**src/rtl/tcm_pkg.sv**
```systemverilog
// Shared ITCM access types: data-width encoding, arbiter states and the
// byte/half merge used by the read-modify-write store path.
package tcm_pkg;

   // Access width as carried by the LSU and decoder; 2'b11 is treated as word.
   typedef enum logic [1:0] {
      WIDTH_BYTE = 2'b00,
      WIDTH_HALF = 2'b01,
      WIDTH_WORD = 2'b10
   } width_e;

   // ITCM port arbiter states.
   typedef enum logic {
      ARB_IDLE   = 1'b0,
      ARB_RMW_WR = 1'b1
   } arb_state_e;

   // Word and the reserved 2'b11 encoding both access a full word.
   function automatic logic is_word(input logic [1:0] width);
      return width[1];
   endfunction

   // Half-words need an even byte address, words a 4-byte aligned one.
   function automatic logic is_misaligned(
      input logic [1:0] width,
      input logic [1:0] off
   );
      logic bad;
      bad = 1'b0;
      if (width[1]) begin
         bad = (off != 2'b00);
      end else if (width == WIDTH_HALF) begin
         bad = off[0];
      end
      return bad;
   endfunction

   // Insert the low byte or half of data into word at byte offset off.
   // For halves only off[1] matters; alignment is checked beforehand.
   function automatic logic [31:0] merge_subword(
      input logic [31:0] word,
      input logic [15:0] data,
      input logic        half,
      input logic [1:0]  off
   );
      logic [31:0] m;
      m = word;
      if (half) begin
         if (off[1]) begin
            m[31:16] = data;
         end else begin
            m[15:0] = data;
         end
      end else begin
         unique case (off)
            2'd0: m[7:0]   = data[7:0];
            2'd1: m[15:8]  = data[7:0];
            2'd2: m[23:16] = data[7:0];
            2'd3: m[31:24] = data[7:0];
            default: m = word;
         endcase
      end
      return m;
   endfunction

endpackage

```
**src/rtl/itcm_port_arbiter.sv**
```systemverilog
// Shares the single-port ITCM between instruction fetch and the LSU.
// LSU has priority; fetch wins once it has been denied STARVE_LIMIT
// consecutive cycles. Sub-word stores run as a two-cycle read-modify-write
// because the ITCM macro has no byte enables.
//
// Ports:
//   clk, rst           clock, synchronous active-high reset
//   fetch_req/addr     fetch request and byte address
//   fetch_gnt          fetch accepted this cycle (combinational)
//   fetch_rvalid/rdata fetch data, one cycle after the grant
//   lsu_req/we/addr    LSU request, store flag, byte address
//   lsu_wdata/width    right-aligned store data, access width
//   lsu_gnt            LSU accepted this cycle (combinational)
//   lsu_done/rdata     load data valid or store committed (registered)
//   lsu_misaligned     misaligned request rejected (registered pulse)
//   itcm_*             ITCM macro port
module itcm_port_arbiter
   import tcm_pkg::*;
#(
   parameter int ADDR_W       = 12,
   parameter int STARVE_LIMIT = 4
) (
   input  logic              clk,
   input  logic              rst,
   input  logic              fetch_req,
   input  logic [31:0]       fetch_addr,
   output logic              fetch_gnt,
   output logic              fetch_rvalid,
   output logic [31:0]       fetch_rdata,
   input  logic              lsu_req,
   input  logic              lsu_we,
   input  logic [31:0]       lsu_addr,
   input  logic [31:0]       lsu_wdata,
   input  logic [1:0]        lsu_width,
   output logic              lsu_gnt,
   output logic              lsu_done,
   output logic [31:0]       lsu_rdata,
   output logic              lsu_misaligned,
   output logic              itcm_en,
   output logic              itcm_we,
   output logic [ADDR_W-1:0] itcm_addr,
   output logic [31:0]       itcm_wdata,
   input  logic [31:0]       itcm_rdata
);

   localparam int CNT_W = $clog2(STARVE_LIMIT + 1);
   localparam logic [CNT_W-1:0] CNT_MAX = CNT_W'(STARVE_LIMIT);

   arb_state_e        state;
   arb_state_e        next_state;
   logic [CNT_W-1:0]  starve_cnt;
   logic              starve_hit;

   logic [ADDR_W-1:0] fetch_word;
   logic [ADDR_W-1:0] lsu_word;
   logic              lsu_bad;
   logic              lsu_acc;
   logic              lsu_sub;
   logic              fetch_wins;
   logic              lsu_commit;
   logic              rmw_start;

   logic [ADDR_W-1:0] rmw_addr;
   logic [15:0]       rmw_data;
   logic              rmw_half;
   logic [1:0]        rmw_off;

   logic              unused_addr_bits;

   assign fetch_word = fetch_addr[ADDR_W+1:2];
   assign lsu_word   = lsu_addr[ADDR_W+1:2];
   assign unused_addr_bits = ^{fetch_addr[31:ADDR_W+2],
                               fetch_addr[1:0],
                               lsu_addr[31:ADDR_W+2]};

   assign lsu_bad    = lsu_req && is_misaligned(lsu_width, lsu_addr[1:0]);
   assign lsu_acc    = lsu_req && !lsu_bad;
   assign lsu_sub    = lsu_we && !is_word(lsu_width);
   assign starve_hit = (starve_cnt >= CNT_MAX);

   // Both requesters see the same ITCM output; only the valid differs.
   assign fetch_rdata = itcm_rdata;
   assign lsu_rdata   = itcm_rdata;

   always_comb begin
      next_state = state;
      fetch_gnt  = 1'b0;
      lsu_gnt    = 1'b0;
      fetch_wins = 1'b0;
      itcm_en    = 1'b0;
      itcm_we    = 1'b0;
      itcm_addr  = fetch_word;
      itcm_wdata = lsu_wdata;
      if (!rst) begin
         unique case (state)
            ARB_IDLE: begin
               // A misaligned LSU request never touches the port,
               // so it cannot block fetch.
               fetch_wins = fetch_req && (!lsu_acc || starve_hit);
               fetch_gnt  = fetch_wins;
               lsu_gnt    = lsu_bad || (lsu_acc && !fetch_wins);
               if (fetch_wins) begin
                  itcm_en   = 1'b1;
                  itcm_addr = fetch_word;
               end else if (lsu_acc) begin
                  itcm_en   = 1'b1;
                  itcm_we   = lsu_we && !lsu_sub;
                  itcm_addr = lsu_word;
                  if (lsu_sub) begin
                     next_state = ARB_RMW_WR;
                  end
               end
            end
            ARB_RMW_WR: begin
               itcm_en    = 1'b1;
               itcm_we    = 1'b1;
               itcm_addr  = rmw_addr;
               itcm_wdata = merge_subword(itcm_rdata, rmw_data,
                                          rmw_half, rmw_off);
               next_state = ARB_IDLE;
            end
            default: next_state = ARB_IDLE;
         endcase
      end
   end

   assign lsu_commit = lsu_gnt && lsu_acc && !lsu_sub;
   assign rmw_start  = lsu_gnt && lsu_acc && lsu_sub;

   always_ff @(posedge clk) begin
      if (rst) begin
         state          <= ARB_IDLE;
         starve_cnt     <= '0;
         fetch_rvalid   <= 1'b0;
         lsu_done       <= 1'b0;
         lsu_misaligned <= 1'b0;
      end else begin
         state          <= next_state;
         fetch_rvalid   <= fetch_gnt;
         lsu_done       <= lsu_commit || (state == ARB_RMW_WR);
         lsu_misaligned <= lsu_gnt && lsu_bad;
         if (fetch_gnt) begin
            starve_cnt <= '0;
         end else if (fetch_req && !starve_hit) begin
            starve_cnt <= starve_cnt + CNT_W'(1);
         end
      end
   end

   // Latched store context for the write half of the RMW.
   always_ff @(posedge clk) begin
      if (rmw_start) begin
         rmw_addr <= lsu_word;
         rmw_data <= lsu_wdata[15:0];
         rmw_half <= (lsu_width == WIDTH_HALF);
         rmw_off  <= lsu_addr[1:0];
      end
   end

endmodule

```
**config.mk**
```make
export PLATFORM = sky130hd
export DESIGN_NAME = itcm_port_arbiter
export DESIGN_NICKNAME = d
export VERILOG_FILES = /design/src/rtl/tcm_pkg.sv /design/src/rtl/itcm_port_arbiter.sv
export SDC_FILE = /design/constraint.sdc
export NUM_CORES = 1
export LEC_CHECK = 0
export ABC_AREA = 1
export BUFFER_PORTS_ARGS = -buffer_cell sky130_fd_sc_hd__buf_2
export CAP_MARGIN = 10
export CORE_AREA = 2 2 98 100
export CTS_CLUSTER_SIZE = 16
export DETAILED_ROUTE_END_ITERATION = 6
export DIE_AREA = 0 0 100 102
export GPL_ROUTABILITY_DRIVEN = 0
export PLACE_DENSITY = 0.77
export SYNTH_ARGS = -nofsm -noshare
export SYNTH_HDL_FRONTEND = slang
export SYNTH_SLANG_ARGS = --single-unit
```
**constraint.sdc**
```tcl
create_clock -name clk -period 4.73 [get_ports clk]
set_clock_uncertainty 0.2 [all_clocks]
set_input_delay 0.2365 -clock clk [delete_from_list [all_inputs] [get_ports clk]]
set_output_delay 0.2365 -clock clk [all_outputs]
set_load 0.02 [all_outputs]
```
## Word-level counts from Yosys, hierarchy flattened

Cells that the tools add are included.
W data, S select, Z words.

- Add/subtract/negate cells: 1
- Magnitude comparators: 1
- Equality and inequality tests: 4
- Muxes and demuxes: 31
- Bitwise operators: 1
- Reduce and logical (&&, ||, !) cells: 23

Operator list:

| cell | number |
|---|---|
| $mux W32 | 3 |
| $mux W12 | 3 |
| $mux W16 | 2 |
| $mux W8 | 4 |
| $pmux W12 S2 | 1 |
| $mux W1 | 15 |
| $logic_and A1 B1 Y1 | 11 |
| $logic_not A1 Y1 | 6 |
| $pmux W1 S2 | 3 |
| $eq A2 B1 Y1 const B | 2 |
| $eq A2 B2 Y1 const B | 2 |
| $add A3 B1 Y3 const B | 1 |
| $ge A3 B3 Y1 const B | 1 |
| $logic_or A1 B1 Y1 | 3 |
| $logic_not A2 Y1 | 1 |
| $reduce_bool A2 Y1 | 1 |
| $reduce_or A2 Y1 | 1 |
| $not A1 Y1 | 1 |

- Flip-flop bits (word level): 38
- Bits of input ports: 135
- Output and inout bits: 115
- Logic and storage cells: 70

## Logic depth before layout (Yosys ltp)

- Word-level depth: 17
- Gate-level depth with buffers: 8
- Depth with buffers taken out: 7

## Worst setup path before layout

Ideal clock, no wire load.

- Path kind: input to register
- From: input lsu_width[0]
- To: register rmw_addr[0], enable pin
- Setup time: 0.458 ns
- Arrival time: 2.887 ns
- Data required time: 4.072 ns
- Slack: 1.185 ns
- Stages on the path: 6
- Buffers on the path: 1
- Cells stage by stage: inv_1 > nand2_1 > nand2_2 > o211ai_4 > buf_6 > nor3_1

- Longest elaborated chain between the ends: 16

RTL lines:

| what | RTL line | text |
|---|---|---|
| start: declaration | itcm_port_arbiter.sv:34 | `input logic [1:0] lsu_width,` |
| $eq A2 B1 Y1 * | tcm_pkg.sv:32 | `end else if (width == WIDTH_HALF) begin` |
| $mux W1 * | tcm_pkg.sv:32 |  |
| $mux W1 * | tcm_pkg.sv:30 | `if (width[1]) begin` |
| $logic_and A1 B1 Y1 * | itcm_port_arbiter.sv:76 | `assign lsu_bad = lsu_req && is_misaligned(lsu_width, lsu_addr[1:0]);` |
| $logic_not A1 Y1 | itcm_port_arbiter.sv:77 | `assign lsu_acc = lsu_req && !lsu_bad;` |
| $logic_and A1 B1 Y1 | itcm_port_arbiter.sv:77 |  |
| $logic_not A1 Y1 | itcm_port_arbiter.sv:99 | `fetch_wins = fetch_req && (!lsu_acc \|\| starve_hit);` |
| $logic_or A1 B1 Y1 | itcm_port_arbiter.sv:99 |  |
| $logic_and A1 B1 Y1 | itcm_port_arbiter.sv:99 |  |
| $logic_not A1 Y1 | itcm_port_arbiter.sv:101 | `lsu_gnt = lsu_bad \|\| (lsu_acc && !fetch_wins);` |
| $logic_and A1 B1 Y1 | itcm_port_arbiter.sv:101 |  |
| $logic_or A1 B1 Y1 | itcm_port_arbiter.sv:101 |  |
| $mux W1 | itcm_port_arbiter.sv:95 | `unique case (state)` |
| $mux W1 | itcm_port_arbiter.sv:94 | `if (!rst) begin` |
| $logic_and A1 B1 Y1 * (2 in a row) | itcm_port_arbiter.sv:128 | `assign rmw_start = lsu_gnt && lsu_acc && lsu_sub;` |
| net rmw_start | itcm_port_arbiter.sv:61 | `logic rmw_start;` |
| end signal: assignment | itcm_port_arbiter.sv:153 | `rmw_addr <= lsu_word;` |
| end: declaration | itcm_port_arbiter.sv:63 | `logic [ADDR_W-1:0] rmw_addr;` |

The timed path passes the listed nets; every way through them passes the cells marked *.
A chain may end at the register's enable or synchronous reset.

## Final worst setup path

- From: input rst
- To: register rmw_data[13], enable pin

- Longest elaborated chain between the ends: 3

RTL lines:

| what | RTL line | text |
|---|---|---|
| start: declaration | itcm_port_arbiter.sv:24 | `input logic rst,` |
| $mux W1 | itcm_port_arbiter.sv:94 |  |
| $logic_and A1 B1 Y1 (2 in a row) | itcm_port_arbiter.sv:128 |  |
| net rmw_start | itcm_port_arbiter.sv:61 |  |
| end signal: assignment | itcm_port_arbiter.sv:154 | `rmw_data <= lsu_wdata[15:0];` |
| end: declaration | itcm_port_arbiter.sv:64 | `logic [15:0] rmw_data;` |

The timed path passes the listed nets, and every way through them passes these cells.

==> out/qor.json <==
{
  "run_status": "finished, final reports clean",
  "detail_route.wl_per_cell_um": 15.5,
  "ys_top_cells_by_count": "77 x nand2_1, 67 x buf_4, 58 x inv_1",
  "clkSinkCount": 38,
  "slew-limit-headroom": 0.245,
  "synth_top_cell_area_share": 0.262,
  "timing.critical_path.cells": "dlygate4sd3_1, buf_2, nor2_1, inv_1, nor3_2, buf_4",
  "fp.dieArea_um2": 10200,
  "ff2ff_setup_slack_ns": 1.58,
  "cp-endpoint": "rmw_data[13]",
  "synth_edf_count": 31,
  "clockPowerShare": 0.289,
  "report.final.slew_viol_count": 0,
  "clk_root_buffer_cell": "clkbuf_8",
  "hp-class": "input port to flip-flop",
  "drive_gt1_frac": 0.358,
  "yosys_warnings": 0,
  "synth_seq_cells": 38,
  "holdBufCountCts": 31,
  "number_of_antenna_violations_at_the_first_check_in_global_routing": 1,
  "start_util": 0.389,
  "vias_per_cell": 5.26,
  "p_int_mw": 0.639,
  "grt_start_max_net_pins": 42,
  "drcViolationCount": 0,
  "drtAntennaViolNets": 0,
  "coreArea_um2": 9110,
  "preCtsSetupSlack_ns": 1.50,
  "drtPass1Iterations": 5,
  "timing.setup.critical_path_class": "input port to flip-flop",
  "drt_iter0_drc": 181,
  "post_synth.cell_area_avg_um2": 7.05,
  "cts_inserted_buffers": 5,
  "worst_ep_required_time_ns": 4.50,
  "critical_path.max_stage_delay_ns": 0.96,
  "portBuffers": 211,
  "timing.critical_path.from_type": "input port",
  "clkLatencyLatePin_ns": 0.29,
  "post-synth-top-area-cell": "edfxtp_1",
  "count_of_endpoints_failing_setup_in_the_final_report": 0,
  "synthCells": 503,
  "die-height_um": 102,
  "switchingPower_mw": 0.313,
  "crit_slowest_cell": "nor3_2",
  "switching_share": 0.329,
  "final.setup.worst_slack_ns": 1.27,
  "grt_setup_unrepaired": "no",
  "synth_sequential_area_ratio": 0.302,
  "via_count_of_the_first_global_routing_pass": 3592,
  "hold_path_depth": 3,
  "worst_path_dominant_cell_family": "simple AND/OR/NAND/NOR gates",
  "critical_path_buf_inv_count": 4,
  "yosysMostFrequentCell": "nand2_1",
  "yosys-top-cells-area": "edfxtp_1 26%, buf_4 14%, nand2_1 8.1%",
  "worst_case_clock_buffer_depth": 2,
  "reg2reg_from": "state",
  "drt_wl_total_um": 12000,
  "max_cap_violations": 0,
  "power.density_cell_area_nw_per_um2": 209,
  "clock_tree.htree_level_count": 2,
  "syn-cell-area_um2": 3550,
  "final_min_period_over_clock_period": 0.731,
  "timing_hold_violations_final": 0,
  "setup_tns_ns": 0,
  "worstSetupStartpoint": "rst",
  "synthArstFlopShare": 0,
  "grt-ovfl-total": 0,
  "placementRows": 35,
  "worstSetupEndpointType": "flip-flop",
  "layout.nets": 795,
  "combinationalPowerShare": 0.323,
  "arrival_ns": 3.22,
  "critical_path_peak_fanout": 19,
  "track_usage": 0.222,
  "ys.flop_type": "edfxtp_1",
  "cts.reportedPaths.clkPinSlew_ns": 0.09,
  "floorplan.die.width_um": 100,
  "syn_nets": 639,
  "total_leakage_power_nw": 2.19,
  "fmaxAchievable_mhz": 289,
  "power.sequential.fraction": 0.388,
  "area_delta_synth_final_pct": 28.3,
  "worst-path-stages": 6,
  "postCtsSetupRepairBufs": 0,
  "ioPinCount": 250,
  "peakVddDrop_uv": 150,
  "dpl.hpwl_um": 8700,
  "worst-slew-pin-transition_ns": 1.13,
  "wire_length_of_the_first_global_routing_pass_um": 17600,
  "shortest_clock_period_the_worst_path_allows_after_layout_ns": 3.46,
  "r2r_end": "rmw_data[13]",
  "num_vias": 4057,
  "cts.repair.resized": 0,
  "ys_types": 26,
  "clock_tree_from_tritoncts": "built",
  "r2r.worst_path.cells": 4
}
## worst min-delay path, cell delays in order
cell	delay (ns)
buf_2	0.08
inv_1	0.04
nor2_1	0.08
## registers in the layout, summed over array words and instances, names as in the netlist
name,cells
starve_cnt,3
rmw_half,1
rmw_addr,12
fetch_rvalid,1
state,1
lsu_done,1
rmw_data,16
lsu_misaligned,1
rmw_off,2
## per-stage QoR
stage | cells | cell area (um2) | total power, mW | utilization | hold WS [ns]
floorplan | 503 | 3550 | 0.578 | - | 0.109
global placement | 732 | 4130 | 0.659 | 0.453 | 0.228
detailed placement | 732 | 4130 | 0.663 | 0.453 | 0.230
CTS | 771 | 4550 | 0.961 | 0.499 | 0.0411
global route | 771 | 4550 | 0.998 | 0.499 | 0.0544
finish | 772 | 4550 | 0.953 | 0.500 | 0.0591
## cells by family after synthesis
family | after synthesis | synth area share
AOI/OAI and AO/OA | 159 | 0.275
xor gates and xnor gates | 1 | 0.00247
adders and majority gates | 1 | 0.00353
buffers and inverters | 161 | 0.251
DFF | 38 | 0.302
and+or+nand+nor | 143 | 0.165
## cell type report
type	instances	area (um2)
multi-input cells	304	1590
clock buffers	5	68.8
well taps	111	139
diodes	1	2.50
inverters	64	240
repair buffers	246	1400
clock inverters	3	40.0
flip-flops and latches	38	1070
fillers	897	4560
## layout by cell type (no fill, tap or decap), drive strengths merged
cell type | synthesis | routed
edfxtp | 31 | 31
bufinv | 0 | 1
buf | 89 | 215
nand3 | 16 | 16
nand2 | 78 | 78
inv | 64 | 64
o2111ai | 12 | 12
a21oi | 35 | 35
o22ai | 1 | 1
clkinv | 0 | 2
a31oi | 32 | 32
diode | 0 | 1
ha | 1 | 1
xor2 | 1 | 1
dlygate4sd3 | 0 | 31
o21ai | 47 | 47
nor3 | 2 | 2
dfxtp | 7 | 7
o211ai | 32 | 32
nor2 | 47 | 47
clkbuf | 8 | 5
## how the worst min path moves through the flow
| stage | from | to | slack (ns) |
|---|---|---|---|
| after detailed placement | lsu_addr[7] | rmw_addr[5] | 0.23 |
| final | lsu_width[0] | rmw_half | 0.06 |
| after floorplan | rst | fetch_rvalid | 0.11 |
| after global placement | lsu_addr[5] | rmw_addr[3] | 0.23 |
| after global routing | lsu_width[1] | rmw_half | 0.05 |
| after CTS | lsu_width[1] | rmw_half | 0.04 |
## power groups by stage
stage | combinational (mW) | sequential, mW | clock, mW
floorplan | 0.199 | 0.379 | 0
detailed placement | 0.286 | 0.377 | 0
finish | 0.308 | 0.370 | 0.275
global route | 0.333 | 0.370 | 0.295
global placement | 0.282 | 0.377 | 0
CTS | 0.306 | 0.370 | 0.286
## metal layers
layer,vias up,routed length [um],GRT usage,share of wire
li1,1975,-,-,-
met1,1857,4540,0.255,0.38
met2,209,6090,0.411,0.51
met3,16,1080,0.0451,0.090
met4,0,246,0.0790,0.021
met5,-,0,0,0
No activity file was read; power rests on OpenSTA's default activity.
